$ cat src/rtl/channel_reg_bank_pkg.sv
// Shared constants and helpers for the channel register bank.
package channel_reg_pkg;

  localparam int PARAM_W    = 24;
  localparam int MIN_STRIDE = 22;
  localparam int OFF_COUNT  = 22;   // offsets 0x00..0x15 are mapped inside a channel window

  // Per-channel register offsets
  localparam logic [4:0] OFF_GATE       = 5'h00;
  localparam logic [4:0] OFF_INCR       = 5'h01;
  localparam logic [4:0] OFF_WAVETYPE   = 5'h04;
  localparam logic [4:0] OFF_PULSEWIDTH = 5'h05;
  localparam logic [4:0] OFF_ATTACK     = 5'h08;
  localparam logic [4:0] OFF_DECAY      = 5'h0B;
  localparam logic [4:0] OFF_SUSTAIN    = 5'h0E;
  localparam logic [4:0] OFF_RELEASE    = 5'h11;
  localparam logic [4:0] OFF_LINEAR     = 5'h14;
  localparam logic [4:0] OFF_STATUS     = 5'h15;

  // Global window offsets
  localparam logic [1:0] G_GATESET = 2'd0;
  localparam logic [1:0] G_GATECLR = 2'd1;
  localparam logic [1:0] G_ID      = 2'd2;

  // Which byte of a 24-bit field an offset addresses
  typedef enum logic [1:0] {
    PB_LO   = 2'd0,
    PB_MID  = 2'd1,
    PB_HI   = 2'd2,
    PB_NONE = 2'd3
  } param_byte_e;

  function automatic param_byte_e param_byte(input logic [4:0] off);
    param_byte_e pb;
    pb = PB_NONE;
    case (off)
      OFF_INCR, OFF_PULSEWIDTH, OFF_ATTACK,
      OFF_DECAY, OFF_SUSTAIN, OFF_RELEASE:                    pb = PB_LO;
      OFF_INCR + 5'd1, OFF_PULSEWIDTH + 5'd1, OFF_ATTACK + 5'd1,
      OFF_DECAY + 5'd1, OFF_SUSTAIN + 5'd1, OFF_RELEASE + 5'd1: pb = PB_MID;
      OFF_INCR + 5'd2, OFF_PULSEWIDTH + 5'd2, OFF_ATTACK + 5'd2,
      OFF_DECAY + 5'd2, OFF_SUSTAIN + 5'd2, OFF_RELEASE + 5'd2: pb = PB_HI;
      default:                                                  pb = PB_NONE;
    endcase
    return pb;
  endfunction

endpackage

$ cat src/rtl/channel_reg_bank_if.sv
// Byte-wide bus between the master and the channel register bank.
interface channel_reg_bank_if;
  logic        BusValid;
  logic        BusReadWrite;
  logic [15:0] BusAddress;
  logic [7:0]  BusDataIn;
  logic [7:0]  BusDataOut;
  logic        BusDataOE;
  logic        BusError;

  modport master (
    output BusValid, BusReadWrite, BusAddress, BusDataIn,
    input  BusDataOut, BusDataOE, BusError
  );

  modport slave (
    input  BusValid, BusReadWrite, BusAddress, BusDataIn,
    output BusDataOut, BusDataOE, BusError
  );
endinterface

$ cat src/rtl/channel_reg_bank_channel_regs.sv
// One channel's control fields, its write decode and its readback mux.
module channel_regs
  import channel_reg_pkg::*;
(
  input  logic               BusClock,
  input  logic               Reset,
  input  logic               wr,
  input  logic [4:0]         off,
  input  logic [7:0]         data,
  input  logic [15:0]        stage,
  input  logic               gate_set,
  input  logic               gate_clr,
  input  logic               running,
  input  logic [1:0]         adsr_state,
  output logic               gate,
  output logic               linear,
  output logic [1:0]         wave_type,
  output logic [PARAM_W-1:0] incr,
  output logic [PARAM_W-1:0] pulse_width,
  output logic [PARAM_W-1:0] attack,
  output logic [PARAM_W-1:0] decay,
  output logic [PARAM_W-1:0] sustain,
  output logic [PARAM_W-1:0] release_time,
  output logic [7:0]         rd_data
);

  // Field registers: global gate set/clear, then direct writes; byte 2 commits a 24-bit field.
  // NOTE: Reset is sampled only at the clock edge (synchronous), so it sits inside the
  // posedge block rather than in the sensitivity list; all state uses <= so every register
  // sees pre-edge values of its neighbours.
  always_ff @(posedge BusClock) begin
    if (!Reset) begin
      gate         <= 1'b0;
      linear       <= 1'b0;
      wave_type    <= '0;
      incr         <= '0;
      pulse_width  <= '0;
      attack       <= '0;
      decay        <= '0;
      sustain      <= '0;
      release_time <= '0;
    end else begin
      gate <= (gate | gate_set) & ~gate_clr;
      if (wr) begin
        case (off)
          OFF_GATE:                gate         <= data[0];
          OFF_WAVETYPE:            wave_type    <= data[1:0];
          OFF_LINEAR:              linear       <= data[0];
          OFF_INCR + 5'd2:         incr         <= {data, stage};
          OFF_PULSEWIDTH + 5'd2:   pulse_width  <= {data, stage};
          OFF_ATTACK + 5'd2:       attack       <= {data, stage};
          OFF_DECAY + 5'd2:        decay        <= {data, stage};
          OFF_SUSTAIN + 5'd2:      sustain      <= {data, stage};
          OFF_RELEASE + 5'd2:      release_time <= {data, stage};
          default: ;
        endcase
      end
    end
  end

  // Readback mux: committed field bytes and live status, never the staging register.
  // NOTE: rd_data gets a default before the case so no path leaves it unassigned (no latch).
  always_comb begin
    rd_data = 8'h00;
    case (off)
      OFF_GATE:              rd_data = {7'b0, gate};
      OFF_INCR:              rd_data = incr[7:0];
      OFF_INCR + 5'd1:       rd_data = incr[15:8];
      OFF_INCR + 5'd2:       rd_data = incr[23:16];
      OFF_WAVETYPE:          rd_data = {6'b0, wave_type};
      OFF_PULSEWIDTH:        rd_data = pulse_width[7:0];
      OFF_PULSEWIDTH + 5'd1: rd_data = pulse_width[15:8];
      OFF_PULSEWIDTH + 5'd2: rd_data = pulse_width[23:16];
      OFF_ATTACK:            rd_data = attack[7:0];
      OFF_ATTACK + 5'd1:     rd_data = attack[15:8];
      OFF_ATTACK + 5'd2:     rd_data = attack[23:16];
      OFF_DECAY:             rd_data = decay[7:0];
      OFF_DECAY + 5'd1:      rd_data = decay[15:8];
      OFF_DECAY + 5'd2:      rd_data = decay[23:16];
      OFF_SUSTAIN:           rd_data = sustain[7:0];
      OFF_SUSTAIN + 5'd1:    rd_data = sustain[15:8];
      OFF_SUSTAIN + 5'd2:    rd_data = sustain[23:16];
      OFF_RELEASE:           rd_data = release_time[7:0];
      OFF_RELEASE + 5'd1:    rd_data = release_time[15:8];
      OFF_RELEASE + 5'd2:    rd_data = release_time[23:16];
      OFF_LINEAR:            rd_data = {7'b0, linear};
      OFF_STATUS:            rd_data = {5'b0, adsr_state, running};
      default:               rd_data = 8'h00;
    endcase
  end

endmodule

$ cat src/rtl/channel_reg_bank.sv
// Register bank for NUM_CHANNELS synth channels: address decode, shared staging,
// global gate set/clear, registered read/error response.
module channel_reg_bank #(
  parameter int          NUM_CHANNELS = 4,
  parameter logic [15:0] BASE_ADDR    = 16'h0000,
  parameter int          STRIDE       = 32,
  parameter int          PARAM_W      = channel_reg_pkg::PARAM_W
) (
  input  logic                        BusClock,
  input  logic                        Reset,
  channel_reg_bank_if.slave           bus,
  input  logic [NUM_CHANNELS-1:0]     Running,
  input  logic [2*NUM_CHANNELS-1:0]   ADSRState,
  output logic [NUM_CHANNELS-1:0]     Gate,
  output logic [NUM_CHANNELS-1:0]     Linear,
  output logic [2*NUM_CHANNELS-1:0]   WaveType,
  output logic [PARAM_W*NUM_CHANNELS-1:0] Incr,
  output logic [PARAM_W*NUM_CHANNELS-1:0] PulseWidth,
  output logic [PARAM_W*NUM_CHANNELS-1:0] Attack,
  output logic [PARAM_W*NUM_CHANNELS-1:0] Decay,
  output logic [PARAM_W*NUM_CHANNELS-1:0] Sustain,
  output logic [PARAM_W*NUM_CHANNELS-1:0] Release
);
  import channel_reg_pkg::*;

  localparam logic [31:0] BANK_SPAN = 32'(NUM_CHANNELS * STRIDE);

  logic [31:0]             rel, off, glob_off;
  logic                    in_bank, is_glob, mapped;
  logic [4:0]              off5;
  logic [NUM_CHANNELS-1:0] ch_hit, ch_wr, gate_set, gate_clr;
  logic [7:0]              ch_rd [NUM_CHANNELS];
  logic [7:0]              ch_rd_sel;
  logic                    wr_txn, rd_txn;
  logic [15:0]             stage;
  logic [7:0]              resp_data, data_q;
  logic                    resp_oe, resp_err, oe_q, err_q;

  // Address decode: which channel window (if any) and the offset within it.
  always_comb begin
    rel     = {16'h0, bus.BusAddress} - {16'h0, BASE_ADDR};
    in_bank = (bus.BusAddress >= BASE_ADDR);
    ch_hit  = '0;
    off     = '0;
    for (int i = 0; i < NUM_CHANNELS; i++) begin
      if (in_bank && rel >= 32'(i * STRIDE) && rel < 32'((i + 1) * STRIDE)) begin
        ch_hit[i] = 1'b1;
        off       = rel - 32'(i * STRIDE);
      end
    end
    glob_off = rel - BANK_SPAN;
    is_glob  = in_bank && (rel >= BANK_SPAN) && (rel < BANK_SPAN + 32'd3);
    mapped   = (off < 32'(OFF_COUNT));
    off5     = off[4:0];
    wr_txn   = bus.BusValid & bus.BusReadWrite;
    rd_txn   = bus.BusValid & ~bus.BusReadWrite;
  end

  // Per-channel write strobes and global gate set/clear masks.
  always_comb begin
    ch_wr    = '0;
    gate_set = '0;
    gate_clr = '0;
    for (int i = 0; i < NUM_CHANNELS; i++)
      ch_wr[i] = wr_txn & ch_hit[i] & mapped & (off5 != OFF_STATUS);
    if (wr_txn && is_glob && glob_off == 32'(G_GATESET))
      gate_set = bus.BusDataIn[NUM_CHANNELS-1:0];
    if (wr_txn && is_glob && glob_off == 32'(G_GATECLR))
      gate_clr = bus.BusDataIn[NUM_CHANNELS-1:0];
  end

  for (genvar i = 0; i < NUM_CHANNELS; i++) begin : g_ch
    channel_regs u_regs (
      .BusClock     (BusClock),
      .Reset        (Reset),
      .wr           (ch_wr[i]),
      .off          (off5),
      .data         (bus.BusDataIn),
      .stage        (stage),
      .gate_set     (gate_set[i]),
      .gate_clr     (gate_clr[i]),
      .running      (Running[i]),
      .adsr_state   (ADSRState[2*i +: 2]),
      .gate         (Gate[i]),
      .linear       (Linear[i]),
      .wave_type    (WaveType[2*i +: 2]),
      .incr         (Incr[i*PARAM_W +: PARAM_W]),
      .pulse_width  (PulseWidth[i*PARAM_W +: PARAM_W]),
      .attack       (Attack[i*PARAM_W +: PARAM_W]),
      .decay        (Decay[i*PARAM_W +: PARAM_W]),
      .sustain      (Sustain[i*PARAM_W +: PARAM_W]),
      .release_time (Release[i*PARAM_W +: PARAM_W]),
      .rd_data      (ch_rd[i])
    );
  end

  // Select the addressed channel's readback byte (ch_hit is one-hot or zero).
  always_comb begin
    ch_rd_sel = 8'h00;
    for (int i = 0; i < NUM_CHANNELS; i++)
      if (ch_hit[i]) ch_rd_sel = ch_rd[i];
  end

  // Shared staging register for the low two bytes of any 24-bit field.
  always_ff @(posedge BusClock) begin
    if (!Reset) begin
      stage <= '0;
    end else if (wr_txn && (|ch_hit) && mapped) begin
      case (param_byte(off5))
        PB_LO:   stage[7:0]  <= bus.BusDataIn;
        PB_MID:  stage[15:8] <= bus.BusDataIn;
        default: ;
      endcase
    end
  end

  // Response for this cycle's transaction: read data, OE and error flag.
  always_comb begin
    resp_data = 8'h00;
    resp_oe   = 1'b0;
    resp_err  = 1'b0;
    if (|ch_hit) begin
      if (mapped) begin
        resp_err  = wr_txn && (off5 == OFF_STATUS);
        resp_oe   = rd_txn;
        resp_data = rd_txn ? ch_rd_sel : 8'h00;
      end else begin
        resp_err = bus.BusValid;
        resp_oe  = rd_txn;
      end
    end else if (is_glob) begin
      if (glob_off == 32'(G_ID)) begin
        resp_err  = wr_txn;
        resp_oe   = rd_txn;
        resp_data = rd_txn ? 8'(NUM_CHANNELS) : 8'h00;
      end else begin
        resp_err = rd_txn;
        resp_oe  = rd_txn;
      end
    end
  end

  // Read pipeline register: the response is presented for exactly the following cycle.
  always_ff @(posedge BusClock) begin
    if (!Reset) begin
      data_q <= 8'h00;
      oe_q   <= 1'b0;
      err_q  <= 1'b0;
    end else begin
      data_q <= resp_data;
      oe_q   <= resp_oe;
      err_q  <= resp_err;
    end
  end

  assign bus.BusDataOut = data_q;
  assign bus.BusDataOE  = oe_q;
  assign bus.BusError   = err_q;

endmodule

$ cat src/flat_wrapper.sv
// flat-port wrapper written by rule: the top's interface ports become plain ports
module channel_reg_bank_flat import channel_reg_pkg::*;
#(
  parameter int          NUM_CHANNELS = 4,
  parameter logic [15:0] BASE_ADDR    = 16'h0000,
  parameter int          STRIDE       = 32,
  parameter int          PARAM_W      = channel_reg_pkg::PARAM_W
)
  (BusClock, Reset, Running, ADSRState, Gate, Linear, WaveType, Incr, PulseWidth, Attack, Decay, Sustain, Release, bus_BusValid, bus_BusReadWrite, bus_BusAddress, bus_BusDataIn, bus_BusDataOut, bus_BusDataOE, bus_BusError);
  channel_reg_bank_if bus_i ();
  input  logic BusClock;
  input  logic Reset;
  input  logic [NUM_CHANNELS-1:0] Running;
  input  logic [2*NUM_CHANNELS-1:0] ADSRState;
  output logic [NUM_CHANNELS-1:0] Gate;
  output logic [NUM_CHANNELS-1:0] Linear;
  output logic [2*NUM_CHANNELS-1:0] WaveType;
  output logic [PARAM_W*NUM_CHANNELS-1:0] Incr;
  output logic [PARAM_W*NUM_CHANNELS-1:0] PulseWidth;
  output logic [PARAM_W*NUM_CHANNELS-1:0] Attack;
  output logic [PARAM_W*NUM_CHANNELS-1:0] Decay;
  output logic [PARAM_W*NUM_CHANNELS-1:0] Sustain;
  output logic [PARAM_W*NUM_CHANNELS-1:0] Release;
  input wire logic [$bits(bus_i.BusValid)-1:0] bus_BusValid;
  input wire logic [$bits(bus_i.BusReadWrite)-1:0] bus_BusReadWrite;
  input wire logic [$bits(bus_i.BusAddress)-1:0] bus_BusAddress;
  input wire logic [$bits(bus_i.BusDataIn)-1:0] bus_BusDataIn;
  output wire logic [$bits(bus_i.BusDataOut)-1:0] bus_BusDataOut;
  output wire logic [$bits(bus_i.BusDataOE)-1:0] bus_BusDataOE;
  output wire logic [$bits(bus_i.BusError)-1:0] bus_BusError;
  assign bus_i.BusValid = bus_BusValid;
  assign bus_i.BusReadWrite = bus_BusReadWrite;
  assign bus_i.BusAddress = bus_BusAddress;
  assign bus_i.BusDataIn = bus_BusDataIn;
  assign bus_BusDataOut = bus_i.BusDataOut;
  assign bus_BusDataOE = bus_i.BusDataOE;
  assign bus_BusError = bus_i.BusError;
  channel_reg_bank #(.NUM_CHANNELS(NUM_CHANNELS), .BASE_ADDR(BASE_ADDR), .STRIDE(STRIDE), .PARAM_W(PARAM_W)) u_core (.BusClock(BusClock), .Reset(Reset), .bus(bus_i), .Running(Running), .ADSRState(ADSRState), .Gate(Gate), .Linear(Linear), .WaveType(WaveType), .Incr(Incr), .PulseWidth(PulseWidth), .Attack(Attack), .Decay(Decay), .Sustain(Sustain), .Release(Release));
endmodule
$ cat config.mk
export PLATFORM = sky130hd
export DESIGN_NAME = channel_reg_bank_flat
export DESIGN_NICKNAME = d
export VERILOG_FILES = /design/src/rtl/channel_reg_bank_pkg.sv /design/src/rtl/channel_reg_bank_if.sv /design/src/rtl/channel_reg_bank_channel_regs.sv /design/src/rtl/channel_reg_bank.sv /design/src/flat_wrapper.sv
export SDC_FILE = /design/constraint.sdc
export NUM_CORES = 2
export LEC_CHECK = 0
export ABC_AREA = 1
export CORE_AREA = 2 2 251 253
export DETAILED_ROUTE_END_ITERATION = 8
export DIE_AREA = 0 0 253 255
export GPL_TIMING_DRIVEN = 0
export PLACE_DENSITY = 0.79
export SYNTH_ARGS = -nofsm -noshare
export SYNTH_HDL_FRONTEND = slang
export SYNTH_SLANG_ARGS = --single-unit
$ cat constraint.sdc
create_clock -name BusClock -period 3.5 [get_ports BusClock]
set_input_delay 0.35 -clock BusClock [delete_from_list [all_inputs] [get_ports BusClock]]
set_output_delay 0.35 -clock BusClock [all_outputs]
set_load 0.03 [all_outputs]
After elaboration in Yosys (flattened, before gate mapping)
Memories as Yosys holds them, arrays and structs flattened. Cells that the tools add are included.

Add/sub/neg operators: 4. Multiply operators: 0. Div/mod/pow operators: 0. Order comparisons: 12. Eq/ne operators: 25. Shift-type cells: 0. Multiplexer cells: 40. Bitwise gates (word level): 27. Reductions and logical operators: 54.

Operators with widths (number): 8-bit one-hot mux with 22 select lines (4); 32-bit 2-to-1 mux (3); 8-bit 2-to-1 mux (9); 2-bit AND reduction (34); 5-bit by 4-bit equality test with 1-bit output, second input constant (8); 16-bit by 7-bit subtractor with 17-bit output, second input constant (2); 32-bit by 1-bit equality test with 1-bit output, second input constant (1); 32-bit by 2-bit equality test with 1-bit output, second input constant (1); 16-bit by 1-bit greater-or-equal comparator with 1-bit output, second input constant (2); 16-bit by 7-bit greater-or-equal comparator with 1-bit output, second input constant (2); 32-bit zero test (1); 16-bit by 7-bit less-than comparator with 1-bit output, second input constant (2); 16-bit by 8-bit less-than comparator with 1-bit output, second input constant (2); 32-bit by 5-bit less-than comparator with 1-bit output, second input constant (1); 5-bit equality test, second input constant (6); 5-bit by 3-bit equality test with 1-bit output, second input constant (4); 1-bit AND (18); 1-bit 2-to-1 mux (18); 16-bit by 6-bit subtractor with 17-bit output, second input constant (1); 16-bit by 8-bit subtractor with 17-bit output, second input constant (1); 16-bit by 6-bit greater-or-equal comparator with 1-bit output, second input constant (1); 16-bit by 8-bit greater-or-equal comparator with 1-bit output, second input constant (1); 1-bit logical AND (16); 16-bit by 6-bit less-than comparator with 1-bit output, second input constant (1); 13 further kinds (23).

Register bits after elaboration: 618. Bits in latches: 0. Bits in writable memories: 0. Bits in read-only memories: 64. Input port bits: 40. Output and inout bits: 602. Word-level logic and storage cells: 204. Memories kept: 1.

Memories: (no name shown) (words 32, width 2, rd ports 1, clocked after memory_dff 0, wr ports 0, RTL line channel_reg_bank_pkg.sv:36) `case (off)`.

Depth between registers and ports, before layout
Depth in word-level cells: 16. Mapped depth: 24. Depth with buffers taken out: 23.

Cells and area by module
A second synthesis with hierarchy kept.

Cells, all modules: 4397. Area, all modules: 29499.5 um^2.

By module, submodules not included: channel_regs (u_core.g_ch[1].u_regs ...) (instances 3, cells an instance 996, area an instance 6771.5 um^2, seq. area each 2962.8 um^2); channel_regs (u_core.g_ch[0].u_regs) (instances 1, cells an instance 994, area an instance 6706.4 um^2, seq. area each 2962.8 um^2); channel_reg_bank (instances 1, cells an instance 415, area an instance 2478.6 um^2, seq. area each 520.5 um^2).

Worst setup path before layout
OpenSTA, ideal clock, no wires.

Path kind: input port to flip-flop. Start point: input port bus_BusAddress[7]. End point: register u_core.data_q[5], in the netlist u_core.bus.BusDataOut[5]. Library setup time: 0.119 ns. Arrival: 2.726 ns. Data required time: 3.381 ns. Setup slack: 0.655 ns. Stages: 18. Path buffers: 2. Path through: inv_1 ha_1 nand2_2 nor2_4 nand2_4 nor2_1 inv_1 ha_1 nand3_1 inv_1 buf_2 buf_4 a22oi_1 nand3_1 nor4_1 nand3_1 nand2_1 a21oi_1.

Word-level cells in the longest chain between the ends: 16. Elaborated cells on any way between the ends: 68. Classes of those cells: add/sub: 3; order compare: 12; eq/ne: 21; mux: 20; reduce/logical: 12.

RTL lines: from (decl) (RTL line flat_wrapper.sv:26) `input wire logic [$bits(bus_i.BusAddress)-1:0] bus_BusAddress;`; 16-bit by 1-bit greater-or-equal comparator with 1-bit output (RTL line channel_reg_bank.sv:42, channel_reg_bank.sv:46); 1-bit logical AND (2 in series) (RTL line channel_reg_bank.sv:46) `if (in_bank && rel >= 32'(i * STRIDE) && rel < 32'((i + 1) * STRIDE)) begin`; 16-bit 2-to-1 mux (RTL line channel_reg_bank.sv:46); 32-bit 2-to-1 mux (3 in series) (RTL line channel_reg_bank.sv:46); 5-bit equality test (tied with other cells) (RTL line channel_reg_bank_channel_regs.sv:65) `case (off)`; 8-bit one-hot mux with 22 select lines (RTL line channel_reg_bank_channel_regs.sv:65); 8-bit 2-to-1 mux (4 in series) (RTL line channel_reg_bank.sv:101) `if (ch_hit[i]) ch_rd_sel = ch_rd[i];`; 8-bit 2-to-1 mux (RTL line channel_reg_bank.sv:126) `resp_data = rd_txn ? ch_rd_sel : 8'h00;`; 8-bit 2-to-1 mux (RTL line channel_reg_bank.sv:123) `if (mapped) begin`; 8-bit 2-to-1 mux (*) (RTL line channel_reg_bank.sv:122) `if (|ch_hit) begin`; to (signal assigned) (RTL line channel_reg_bank.sv:150) `data_q <= resp_data;`; to (decl) (RTL line channel_reg_bank.sv:36) `logic [7:0] resp_data, data_q;`.

Mark *: on every way between the ends. The rest lies on a longest branch, timed or not. A chain may end at the register's enable or synchronous reset.

Final worst setup path
Start point: input port bus_BusAddress[12]. End point: register u_core.data_q[2], in the netlist u_core.bus.BusDataOut[2].

Same word-level chain as after synthesis.

==> qor.yml <==
status: "finished, final reports clean"
grt_usage_pct: 49.7
route.detailed.drc: 0
final_util_pct: 60.7
boundaryPins: 642
synth_top_cell_by_area: "dfxtp_1"
relSlewSlack_pct: 1.29
clkTransAtPathRegs_ps: 60
final_common_cell: "nor2_1"
use_met3_pct: 18.9
cts_tree: "done"
syn_area_um2: 27700
die_x_um: 253
worstPathArrival_ps: 4010
powerDensity_nw_per_um2: 396
routabilityCongestion: 1.06
drtIter0Drc: 6336
hold_violations: 0
initial_core_util_pct: 44.5
hpwl_um: 121000
rrSetupSlack_ps: 830
nNetsFinal: 4714
timing.hold.ws_ps: 306
hold_path_class: "input pin to flop"
cts_sinks: 618
grt_overflow: 0
ir_drop_mv: 0.424
use_met2_pct: 71.1
final_cell_mix: "nor2_1, clkdlybuf4s50_1, dfxtp_1"
syn_area_per_cell_um2: 7.01
drtAntennaViolNets: 0
fillCellCount: 5870
first_global_vias: 31038
grt_max_degree: 14
cap_violations: 0
slowest_delay_ps: 650
setup_slack_ps: 10.6
netlist_top_cells_area: "dfxtp_1, nor2_1, o21ai_0"
antenna_found_initial: 9
multiInputGateArea_um2: 13000
yosys.area.top_type_share_pct: 44.7
fin_skew_ps: 15.7
grt_pass1_wl_um: 228000
required_ps: 4020
slew_violations: 0
worstPathCellList: "clkdlybuf4s50_1, nor2_4, nand2_2, inv_2, nand2_4, nor2_1, inv_1, ha_1, nand2_2, nor2_4, clkbuf_4, a22o_1, nor2_1, nand4_1, nand2_1, nand2_1, nand2_1, a21oi_1"
rows: 92
firstDrtPassIters: 9
critical-path-slowest-cell: "clkdlybuf4s50_1"
dieArea_um2: 64500
critPathKind: "input pin to flop"
dp_worst_setup_slack_ps: -1770
crit_path_frequent_cell: "nand2_1"
hold_buffers: 0
cts_root_buf: "clkbuf_16"
seq_area_um2: 12400
busiest_layer: "met2"
grt_use_met1_pct: 61.3
port-buffer-count: 632
fp.coreArea_um2: 62200
clk_path_buf_depth: 3
period_share_pct: 99.7
p_leak_nw: 16.5
area_growth_pct: 36.3
wl_um: 168000
worstSetupStartpointType: "input pin"
ys_seq_area_share_pct: 44.7
tightest_slew_ps: 1480
clk_latency_ps: 630
setup_violations: 0
rsz0062_at_grt: "no"
endpoint_kind: "flop"
viasPerCell: 6.26
htree_levels: 3
yosysUniqueCellTypes: 50
post-route-min-period_ps: 3490
drive_gt1_share_pct: 7.98
wl_per_cell_um: 30.4
cts_buffers: 69
crit_fanout: 10
synth_fp_nets: 3997
ys_ff_latch: 618
die_height_um: 255
via_count: 34525
syn_inst: 3946
yosys_warnings: 0
fmax_mhz: 287
[cell type report]
| class | instances | area share (%) |
|---|---|---|
| repair buffers | 646 | 17.1 |
| flip-flops and latches | 618 | 32.8 |
| diodes | 7 | 0.0464 |
| inverters | 289 | 2.95 |
| multi-input cells | 2751 | 34.4 |
| clock buffers | 101 | 5.43 |
| plain buffers | 288 | 4.16 |
| clock inverters | 17 | 0.484 |
| well taps | 799 | 2.65 |
[Yosys cell counts (all sizes together)]
cell     number
a211oi        2
a21oi       202
a221o         1
a221oi       27
a22o         47
a22oi        21
a32o          2
and3          4
buf         175
clkbuf      113
clkinv        3
dfxtp       618
ha           11
inv         286
nand2       564
nand3       104
nand3b        6
nand4        25
nor2       1039
nor3         35
nor4         10
o2111ai       1
o211a         1
o211ai        7
o21ai       565
o21bai        2
o221ai        1
o22a          1
o22ai        70
or2           1
xor2          2
[cells by family (layout without fill, tap and decap cells)]
| logic type | count (synthesis) | after routing | share of synthesized area, % |
|---|---|---|---|
| and+or+nand+nor | 1788 | 1788 | 26.6 |
| AOI/OAI and AO/OA | 950 | 950 | 18.9 |
| adders and majority gates | 11 | 11 | 0.497 |
| buffers and inverters | 577 | 1341 | 9.19 |
| xor gates and xnor gates | 2 | 2 | 0.0633 |
| DFF | 618 | 618 | 44.7 |
| other | 0 | 7 | 0 |
[power breakdown]
part	internal, mW	switching, mW	total, mW
registers	7.03	0.0000227	7.03
logic	0.0842	0.347	0.431
clock network	4.28	3.19	7.47
total	11.4	3.54	14.9
[metal layers]
metal  up-vias  share of wire [%]
li1      14271                  -
met3       911                 16
met4         8                8.8
met1     15767                 34
met5         -              0.034
met2      3568                 40
[what timing repair did]
| item | in CTS | in global routing |
|---|---|---|
| endpoints found under the setup margin | 466 | 492 |
| pin swaps | 4 | 2 |
| resized for setup | 106 | 23 |
| buffers inserted | 10 | 4 |
[worst max-delay path, delay by kind of cell]
kind	cells	cell delay (ps)
adder cells (fa/ha/maj)	1	320
AO/OA/AOI/OAI	2	450
AND/OR/NAND/NOR	11	1640
buffers and inverters	4	1250
[final timing paths]
path | endpoint | depth (start not counted) | startpoint
max reg2reg | u_core.g_ch[2].u_regs.sustain[7] | 4 | u_core.stage[7]
min reg2reg | u_core.g_ch[0].u_regs.attack[20] | 2 | u_core.g_ch[0].u_regs.attack[20]
max | u_core.bus.BusDataOut[2] | 18 | bus_BusAddress[12]
min | u_core.g_ch[0].u_regs.gate | 3 | bus_BusDataIn[0]
[stage by stage]
step | cells | TNS, ps | instance area (um2) | power (mW)
2_1_floorplan | 3946 | 0 | 27700 | 7.36
3_3_place_gp | 5377 | -589900 | 35000 | 7.58
3_5_place_dp | 5377 | -559760 | 35000 | 7.58
4_1_cts | 5505 | 0 | 37600 | 14.8
5_1_grt | 5510 | 0 | 37700 | 15.1
6_report | 5516 | 0 | 37700 | 14.9
[state kept, by name (all words and copies together) (netlist names), 8 cells and up]
name	count
u_core.bus.BusDataOut	8
u_core.g_ch.u_regs.attack	96
u_core.g_ch.u_regs.decay	96
u_core.g_ch.u_regs.incr	96
u_core.g_ch.u_regs.pulse_width	96
u_core.g_ch.u_regs.release_time	96
u_core.g_ch.u_regs.sustain	96
u_core.g_ch.u_regs.wave_type	8
u_core.stage	16
No activity file was read; power rests on OpenSTA's default activity.
